$ cat src/rtl/fft_stage_ctrl.sv
// Purpose: sequences stages and butterflies of an in-place radix-2 DIT FFT (read/twiddle/write-back addresses).
// Latency: first issue 1 cycle after start; write-back trails issue by BFU_LAT; done at LOG2N*(N/2+BFU_LAT)+1.
// Backpressure: none; one butterfly per cycle in ISSUE, BFU_LAT drain cycles between stages, start ignored when busy.
module fft_stage_ctrl #(
  parameter int LOG2N   = 4,
  parameter int BFU_LAT = 3
) (
  input  logic                                  clk,
  input  logic                                  rst,
  input  logic                                  start,
  output logic                                  busy,
  output logic                                  done,
  output logic [3:0]                            stage,
  output logic                                  rd_en,
  output logic [LOG2N-1:0]                      rd_addr_a,
  output logic [LOG2N-1:0]                      rd_addr_b,
  output logic [((LOG2N > 1) ? LOG2N-1 : 1)-1:0] tw_addr,
  output logic                                  wr_en,
  output logic [LOG2N-1:0]                      wr_addr_a,
  output logic [LOG2N-1:0]                      wr_addr_b
);

  // Butterfly index and twiddle width; at least one bit so LOG2N=1 stays legal.
  localparam int JW     = (LOG2N > 1) ? LOG2N - 1 : 1;
  localparam int HALF_N = 1 << (LOG2N - 1);

  localparam logic [JW-1:0] J_LAST = JW'(HALF_N - 1);
  localparam logic [3:0]    S_LAST = 4'(LOG2N - 1);
  localparam logic [3:0]    D_LAST = 4'(BFU_LAT - 1);

  localparam logic [1:0] ST_IDLE  = 2'd0;
  localparam logic [1:0] ST_ISSUE = 2'd1;
  localparam logic [1:0] ST_DRAIN = 2'd2;
  localparam logic [1:0] ST_DONE  = 2'd3;

  // One write-back slot: enable plus both destination indices.
  typedef struct packed {
    logic             vld;
    logic [LOG2N-1:0] a;
    logic [LOG2N-1:0] b;
  } wb_t;

  logic [1:0]       state;
  logic [3:0]       s_q;
  logic [JW-1:0]    j_q;
  logic [3:0]       dcnt;

  logic [LOG2N-1:0] j_ext;
  logic [LOG2N-1:0] pos_mask;
  logic [LOG2N-1:0] pos;
  logic [LOG2N-1:0] grp;
  logic [LOG2N-1:0] a_calc;
  logic [LOG2N-1:0] b_calc;
  logic [3:0]       tw_sh;
  logic [JW-1:0]    tw_calc;

  wb_t              wb_in;
  wb_t              dl [BFU_LAT];

  // Address generation for butterfly j of stage s: split j into group and position within group.
  always_comb begin
    j_ext    = LOG2N'(j_q);
    pos_mask = ~({LOG2N{1'b1}} << s_q);
    pos      = j_ext & pos_mask;
    grp      = j_ext >> s_q;
    // Bit s of a is always clear, so b = a + 2^s reduces to setting that bit.
    a_calc   = ((grp << s_q) << 1) | pos;
    b_calc   = a_calc | (LOG2N'(1) << s_q);
    tw_sh    = S_LAST - s_q;
    tw_calc  = JW'(pos << tw_sh);
  end

  // Control FSM: stage/butterfly counters and the per-stage drain counter.
  always_ff @(posedge clk) begin
    if (rst) begin
      state <= ST_IDLE;
      s_q   <= '0;
      j_q   <= '0;
      dcnt  <= '0;
    end else begin
      case (state)
        ST_IDLE: begin
          if (start) begin
            state <= ST_ISSUE;
            s_q   <= '0;
            j_q   <= '0;
          end
        end
        ST_ISSUE: begin
          if (j_q == J_LAST) begin
            state <= ST_DRAIN;
            dcnt  <= '0;
          end else begin
            j_q <= j_q + 1'b1;
          end
        end
        ST_DRAIN: begin
          // Exactly BFU_LAT drain cycles so the last write lands before the next stage reads.
          if (dcnt == D_LAST) begin
            if (s_q == S_LAST) begin
              state <= ST_DONE;
            end else begin
              state <= ST_ISSUE;
              s_q   <= s_q + 4'd1;
              j_q   <= '0;
            end
          end else begin
            dcnt <= dcnt + 4'd1;
          end
        end
        ST_DONE: begin
          state <= ST_IDLE;
        end
        default: begin
          state <= ST_IDLE;
        end
      endcase
    end
  end

  // Registered issue-side outputs; addresses and stage hold outside ISSUE.
  always_ff @(posedge clk) begin
    if (rst) begin
      busy      <= 1'b0;
      done      <= 1'b0;
      rd_en     <= 1'b0;
      stage     <= '0;
      rd_addr_a <= '0;
      rd_addr_b <= '0;
      tw_addr   <= '0;
    end else begin
      busy  <= (state != ST_IDLE);
      done  <= (state == ST_DONE);
      rd_en <= (state == ST_ISSUE);
      if (state == ST_ISSUE) begin
        stage     <= s_q;
        rd_addr_a <= a_calc;
        rd_addr_b <= b_calc;
        tw_addr   <= tw_calc;
      end
    end
  end

  assign wb_in = '{vld: rd_en, a: rd_addr_a, b: rd_addr_b};

  // Write-back delay line matching the butterfly pipeline; reset flushes aborted butterflies.
  always_ff @(posedge clk) begin
    if (rst) begin
      for (int i = 0; i < BFU_LAT; i++) begin
        dl[i] <= '0;
      end
    end else begin
      dl[0] <= wb_in;
      for (int i = 1; i < BFU_LAT; i++) begin
        dl[i] <= dl[i-1];
      end
    end
  end

  assign wr_en     = dl[BFU_LAT-1].vld;
  assign wr_addr_a = dl[BFU_LAT-1].a;
  assign wr_addr_b = dl[BFU_LAT-1].b;

endmodule

$ cat config.mk
export PLATFORM = sky130hd
export DESIGN_NAME = fft_stage_ctrl
export DESIGN_NICKNAME = d
export VERILOG_FILES = /design/src/rtl/fft_stage_ctrl.sv
export SDC_FILE = /design/constraint.sdc
export NUM_CORES = 1
export LEC_CHECK = 0
export CAP_MARGIN = 10
export CORE_MARGIN = 5
export CORE_UTILIZATION = 48
export CTS_CLUSTER_SIZE = 8
export DETAILED_ROUTE_END_ITERATION = 8
export PLACE_DENSITY = 0.76
export SETUP_SLACK_MARGIN = 0.2
export SKIP_CTS_REPAIR_TIMING = 1
export SLEW_MARGIN = 10
export SYNTH_ARGS = -nofsm -noshare
export SYNTH_HDL_FRONTEND = slang
export SYNTH_SLANG_ARGS = --single-unit
$ cat constraint.sdc
create_clock -name clk -period 1.48 [get_ports clk]
set_input_delay 0.296 -clock clk [delete_from_list [all_inputs] [get_ports clk]]
set_output_delay 0.296 -clock clk [all_outputs]
set_load 0.005 [all_outputs]
* Yosys cells after proc, flatten, opt, wreduce, memory -nomap -nowiden
Memories as Yosys holds them, arrays and structs flattened. Index checks and enable logic that the tools add are counted.
Storage, ports and cells: input bits 3, latch bits 0, word-level logic and storage cells 72, output and inout port bits 27, memories 1, register bits after elaboration 31, memory bits (writable) 27, memory bits (read-only) 0
Memories:
- dl | words 3, width 9, read ports 3, clocked after memory_dff 0, write ports 3, line 58 | wb_t dl [BFU_LAT];
Cells by class: $lt $le $gt $ge 0, multiplexer cells 23, div/mod/pow operators 0, $mul 0, shifts and indexed selects 5, bitwise logic cells 7, reductions and logical operators 9, add/sub/neg operators 4, equality and inequality tests 12
Operators by type and width (number):
- two-way mux 9 bit | 3
- two-way mux 4 bit | 5
- one-hot mux 4 bit (2 select lines) | 2
- two-way mux 3 bit | 4
- inequality test 2 bit (second input constant) | 6
- one-hot mux 3 bit (3 select lines) | 1
- adder 4 x 1 -> 4 bit (second input constant) | 2
- equality test 4 x 2 -> 1 bit (second input constant) | 2
- two-way mux 2 bit | 4
- bitwise OR 4 bit | 2
- one-hot mux 2 bit (4 select lines) | 1
- left shift 4 x 4 -> 3 bit | 2
- AND reduction 3 bit | 2
- nonzero test 2 bit | 3
- AND reduction 5 bit | 1
- bitwise AND 3 x 4 -> 4 bit | 1
- equality test 2 bit (second input constant) | 2
- inverter 4 bit | 1
- AND reduction 4 bit | 1
- left shift 1 x 4 -> 4 bit (first input constant) | 1
- left shift 4 x 4 -> 4 bit (first input constant) | 1
- >> shifter 3 x 4 -> 4 bit | 1
- subtractor 2 x 4 -> 4 bit (first input constant) | 1
- adder 3 x 1 -> 3 bit (second input constant) | 1
- 6 further kinds | 10

* Longest topological paths before layout
Gate-level depths: netlist (run 1).
depth after elaboration 5, mapped depth 7, depth with buffers taken out 6

* Worst setup path after synthesis (run 1)
OpenSTA, ideal clock, no wires.
kind flip-flop to flip-flop, start register s_q[2], end register s_q[3], slack -83 ps, data required time 1410 ps, data arrival time 1494 ps, buffers on the path 1, cell stages (with the launch flop) 8, setup time 70 ps, period minus slack after synthesis 1563 ps, cells stage by stage dfxtp_1 > buf_2 > inv_1 > ha_1 > a31oi_2 > o21ai_2 > or3_1 > a21oi_1
Between the ends: cells in the longest elaborated chain, start to end 4, elaborated cells between the ends (all ways) 7, classes of those cells add/sub: 1; eq/ne: 2; mux: 3; reduce/logical: 1
RTL lines:
- start: declaration | line 44 | logic [3:0] s_q;
- start signal: assignment | line 104 | s_q <= s_q + 4'd1;
- adder 4 x 1 -> 4 bit | line 104
- two-way mux 4 bit | line 100 | if (s_q == S_LAST) begin
- two-way mux 4 bit | line 99 | if (dcnt == D_LAST) begin
- one-hot mux 4 bit (2 select lines) | line 81 | case (state)
Several ways; a longest one is shown, not always the timed one. The select of a mux whose other input is x is not followed. A chain may end at the register's enable or synchronous reset.

* Worst setup path in the final report (run 1)
Ends and elaborated chain as after synthesis.

==> run summary, run 1 <==
WORST SETUP PATH
--------------------------------------------------------------------------------
CP max stage delay                                                       0.39 ns
Critical path data arrival time                                          1.72 ns
Bufs and invs on worst path                                                    1
Cells along the critical path                                       inv_2 > ha_4 > a31oi_4 > o21ai_2 > or3_4 > a21oi_2
Minimum setup slack among reg-to-reg paths                               0.03 ns
Cell type of the slowest stage on the worst timing path             sky130_fd_sc_hd__dfxtp_4
Max FO, Critical Path                                                          5
Worst Reg-to-Reg Cells                                                         6
Worst Path Required                                                      1.75 ns
CP top delay family                                                 compound AO/OA/AOI/OAI gates
Type of element launching the critical path                                 flop
Critical path class                                                 flop to flop
Critical R2R Capture                                                      s_q[3]
Kind of capture point of the worst setup path                               flop
Critical register-to-register path startpoint                             s_q[2]

GLOBAL ROUTING
--------------------------------------------------------------------------------
Pin count of the biggest net entering global routing                          22
Number of antenna violations at the first check in global routing              0
Vias in the first global route                                             1,614
Overflow after GRT                                                             0
First-pass GRT wire length                                               7310 um
Global-route usage over all layers                                         0.154

SYNTH
--------------------------------------------------------------------------------
Area of the mapped netlist                                             2280 um^2
Cell count after synthesis                                                   245
Mapped Nets                                                                  254
Sequential cell area fraction in the yosys report                          0.509
Synthesized area per cell                                              9.31 um^2
Ys flop type                                                        sky130_fd_sc_hd__dfxtp_1
Netlist cell types                                                            45
Post-synthesis async set-or-reset flop share                                   0
Post-synthesis register bit count                                             58
Number of synthesized flops with an enable pin                                 0
Synthesis warning total                                                        0

STA
--------------------------------------------------------------------------------
Part of the cycle the worst path needs                                     0.979
Setup repair after global routing missed its margin                          yes
Slew @ Worst Pin                                                        0.375 ns
Worst-case headroom to the max-slew limit                                  0.750
Slew Viols, Final                                                              0
Clock tree skew after final layout                                     0.0109 ns
Hold Fails Final Rpt                                                           0
Shortest period the worst path allows                                    1.45 ns
Final setup fails                                                              0
Upper clock frequency limit                                              690 MHz
Worst Hold Margin                                                       0.354 ns

DIE
--------------------------------------------------------------------------------
Total core area                                                        4660 um^2
Die boundary width                                                       78.9 um
FP Rows                                                                       25
Die area                                                               6230 um^2
Die height                                                               78.9 um
Starting Density                                                           0.489
Top-level port count                                                          30

CLOCKING
--------------------------------------------------------------------------------
CTS root buffer                                                     sky130_fd_sc_hd__clkbuf_8
Worst-Skew Late Latency                                                  0.34 ns
CTS tree                                                                    done
Clock H-tree levels                                                            3
Clock Tree Buf Depth                                                           2
Clk sinks                                                                     58
Total clock buffers created by CTS                                             9
Clk pin slew, worst setup/hold paths                                     0.07 ns

FINISH
--------------------------------------------------------------------------------
Final core occ                                                             0.695
Synth-to-layout area growth                                                42.0%
Number of antenna cells inserted                                               0
Commonest non-fill, non-tap cell in the layout                      sky130_fd_sc_hd__dfxtp_1
Fin nets                                                                     301
Most used cells in the layout excluding fill and tap cells          38 x sky130_fd_sc_hd__dfxtp_1, 28 x sky130_fd_sc_hd__nor2b_1, 27 x sky130_fd_sc_hd__dlymetal6s2s_1
Share of cells above drive strength 1                                      0.360

PWR
--------------------------------------------------------------------------------
Maximum resistive drop on vdd                                           0.622 mV
Total power density per cell area                                   1020 nW/um^2
Leakage power                                                            1.69 nW

WORST HOLD PATH
--------------------------------------------------------------------------------
Start point of the worst min-delay path                                      rst
Hold Path Stages                                                               2
Path type of the worst min-delay path                               input pin to flop
Worst hold path endpoint                                                    done

PLACEMENT
--------------------------------------------------------------------------------
Final GP Congestion                                                        0.817
Placed wire-length estimate                                              2960 um
Count of input and output buffers                                             29

ROUTE
--------------------------------------------------------------------------------
Initial drt markers                                                           72
Average routed wire per standard cell                                    13.5 um
Number of iterations in the first detailed-routing pass                        4
Drt total wl                                                             4740 um
Vias/cell                                                                   5.11
Antenna Violating Nets Remaining                                               0
Vias post-DR                                                               1,792
Number of remaining DRC errors                                                 0

FLOW RUN
--------------------------------------------------------------------------------
Count of maximum capacitance violations                                        0

RUN STATUS
--------------------------------------------------------------------------------
Outcome                                                             complete, no violations

## cell type report
class,count,area (um^2)
Fill cell,363,1420
Sequential cell,58,1190
Multi-Input combinational cell,161,1160
Timing Repair Buffer,59,609
Clock buffer,10,138
Tap cell,54,67.6
Clock inverter,6,66.3
Inverter,3,13.8
## routing by layer
| metal | share of wire | track usage | wire, um |
|---|---|---|---|
| met5 | 0 | 0 | 0 |
| met4 | 0.014 | 0.0825 | 65 |
| met3 | 0.043 | 0.0601 | 202 |
| met2 | 0.51 | 0.239 | 2440 |
| met1 | 0.43 | 0.183 | 2030 |
## cells by family (layout without fill, tap and decap cells)
family | count (synthesis) | after routing | share of synthesized area
buffers and inverters | 26 | 78 | 0.0625
AO/OA/AOI/OAI | 37 | 37 | 0.114
XOR/XNOR | 4 | 4 | 0.0154
multiplexers | 2 | 2 | 0.00878
AND/OR/NAND/NOR | 112 | 112 | 0.257
adder cells (fa/ha/maj) | 6 | 6 | 0.0329
flip-flops | 58 | 58 | 0.509
## power breakdown
group	switching, mW	internal [mW]
logic	0.111	0.109
registers	0.0199	1.59
clock network	0.657	0.821
## per-stage QoR
step / setup TNS (ns) / setup slack [ns] / std cells / power, mW / cell area, um^2
3_5_place_dp: -0.256 / -0.155 / 329 / 1.85 / 2750
6_report: 0 / 0.0310 / 351 / 3.31 / 3240
3_3_place_gp: -0.0937 / -0.0605 / 329 / 1.84 / 2750
2_1_floorplan: 0 / 0.100 / 245 / 1.76 / 2360
5_1_grt: -0.0181 / -0.0101 / 351 / 3.47 / 3240
4_1_cts: -0.407 / -0.0654 / 345 / 3.32 / 2960
## state kept, by name, indices dropped and copies added, names as in the netlist
register	flops
dl	27
dcnt	4
rd_addr_a	4
rd_addr_b	4
s_q	4
stage	4
j_q	3
tw_addr	3
state	2
busy	1
done	1
rd_en	1
## worst reg2reg max path: stages, from the launching register on
cell and delay [ns]:
sky130_fd_sc_hd__dfxtp_4 0.39, sky130_fd_sc_hd__inv_2 0.06, sky130_fd_sc_hd__ha_4 0.16, sky130_fd_sc_hd__a31oi_4 0.19, sky130_fd_sc_hd__o21ai_2 0.09, sky130_fd_sc_hd__or3_4 0.34, sky130_fd_sc_hd__a21oi_2 0.15
## cell usage after synthesis, types with 2 or more instances
master | count | area share
sky130_fd_sc_hd__ha_1 | 6 | 0.033
sky130_fd_sc_hd__nand2b_1 | 6 | 0.016
sky130_fd_sc_hd__clkbuf_1 | 7 | 0.012
sky130_fd_sc_hd__xor2_1 | 3 | 0.012
sky130_fd_sc_hd__mux2i_1 | 2 | 0.0088
sky130_fd_sc_hd__nor3_1 | 8 | 0.018
sky130_fd_sc_hd__a32oi_1 | 3 | 0.012
sky130_fd_sc_hd__buf_2 | 6 | 0.013
sky130_fd_sc_hd__o21ai_0 | 3 | 0.0066
sky130_fd_sc_hd__o211ai_1 | 4 | 0.013
sky130_fd_sc_hd__nand2_1 | 32 | 0.053
sky130_fd_sc_hd__nand3_1 | 6 | 0.013
sky130_fd_sc_hd__dfxtp_1 | 58 | 0.51
sky130_fd_sc_hd__a21oi_1 | 14 | 0.031
sky130_fd_sc_hd__a21o_1 | 2 | 0.0066
sky130_fd_sc_hd__and2_1 | 2 | 0.0055
sky130_fd_sc_hd__buf_4 | 8 | 0.026
sky130_fd_sc_hd__inv_1 | 3 | 0.0049
sky130_fd_sc_hd__nor2b_1 | 29 | 0.080
sky130_fd_sc_hd__nor2_1 | 17 | 0.028
sky130_fd_sc_hd__nand4_1 | 2 | 0.0055
## how the worst max path moves through the flow
stage,start,end,depth (start not counted)
2_1_floorplan,j_q[1],j_q[1],6
3_3_place_gp,start,s_q[3],5
3_5_place_dp,start,s_q[3],5
4_1_cts,rd_addr_a[2],rd_addr_a[2],1
5_1_grt,dcnt[0],s_q[3],6
6_report,s_q[2],s_q[3],6
Note: power is estimated with default switching activity, not from simulation.
==> run 2, diff against run 1 <==
- ABC_CLOCK_PERIOD_IN_PS: default -> 1480
==> results of run 2 <==
Final layout, timing and power as in run 1 (identical DEF).
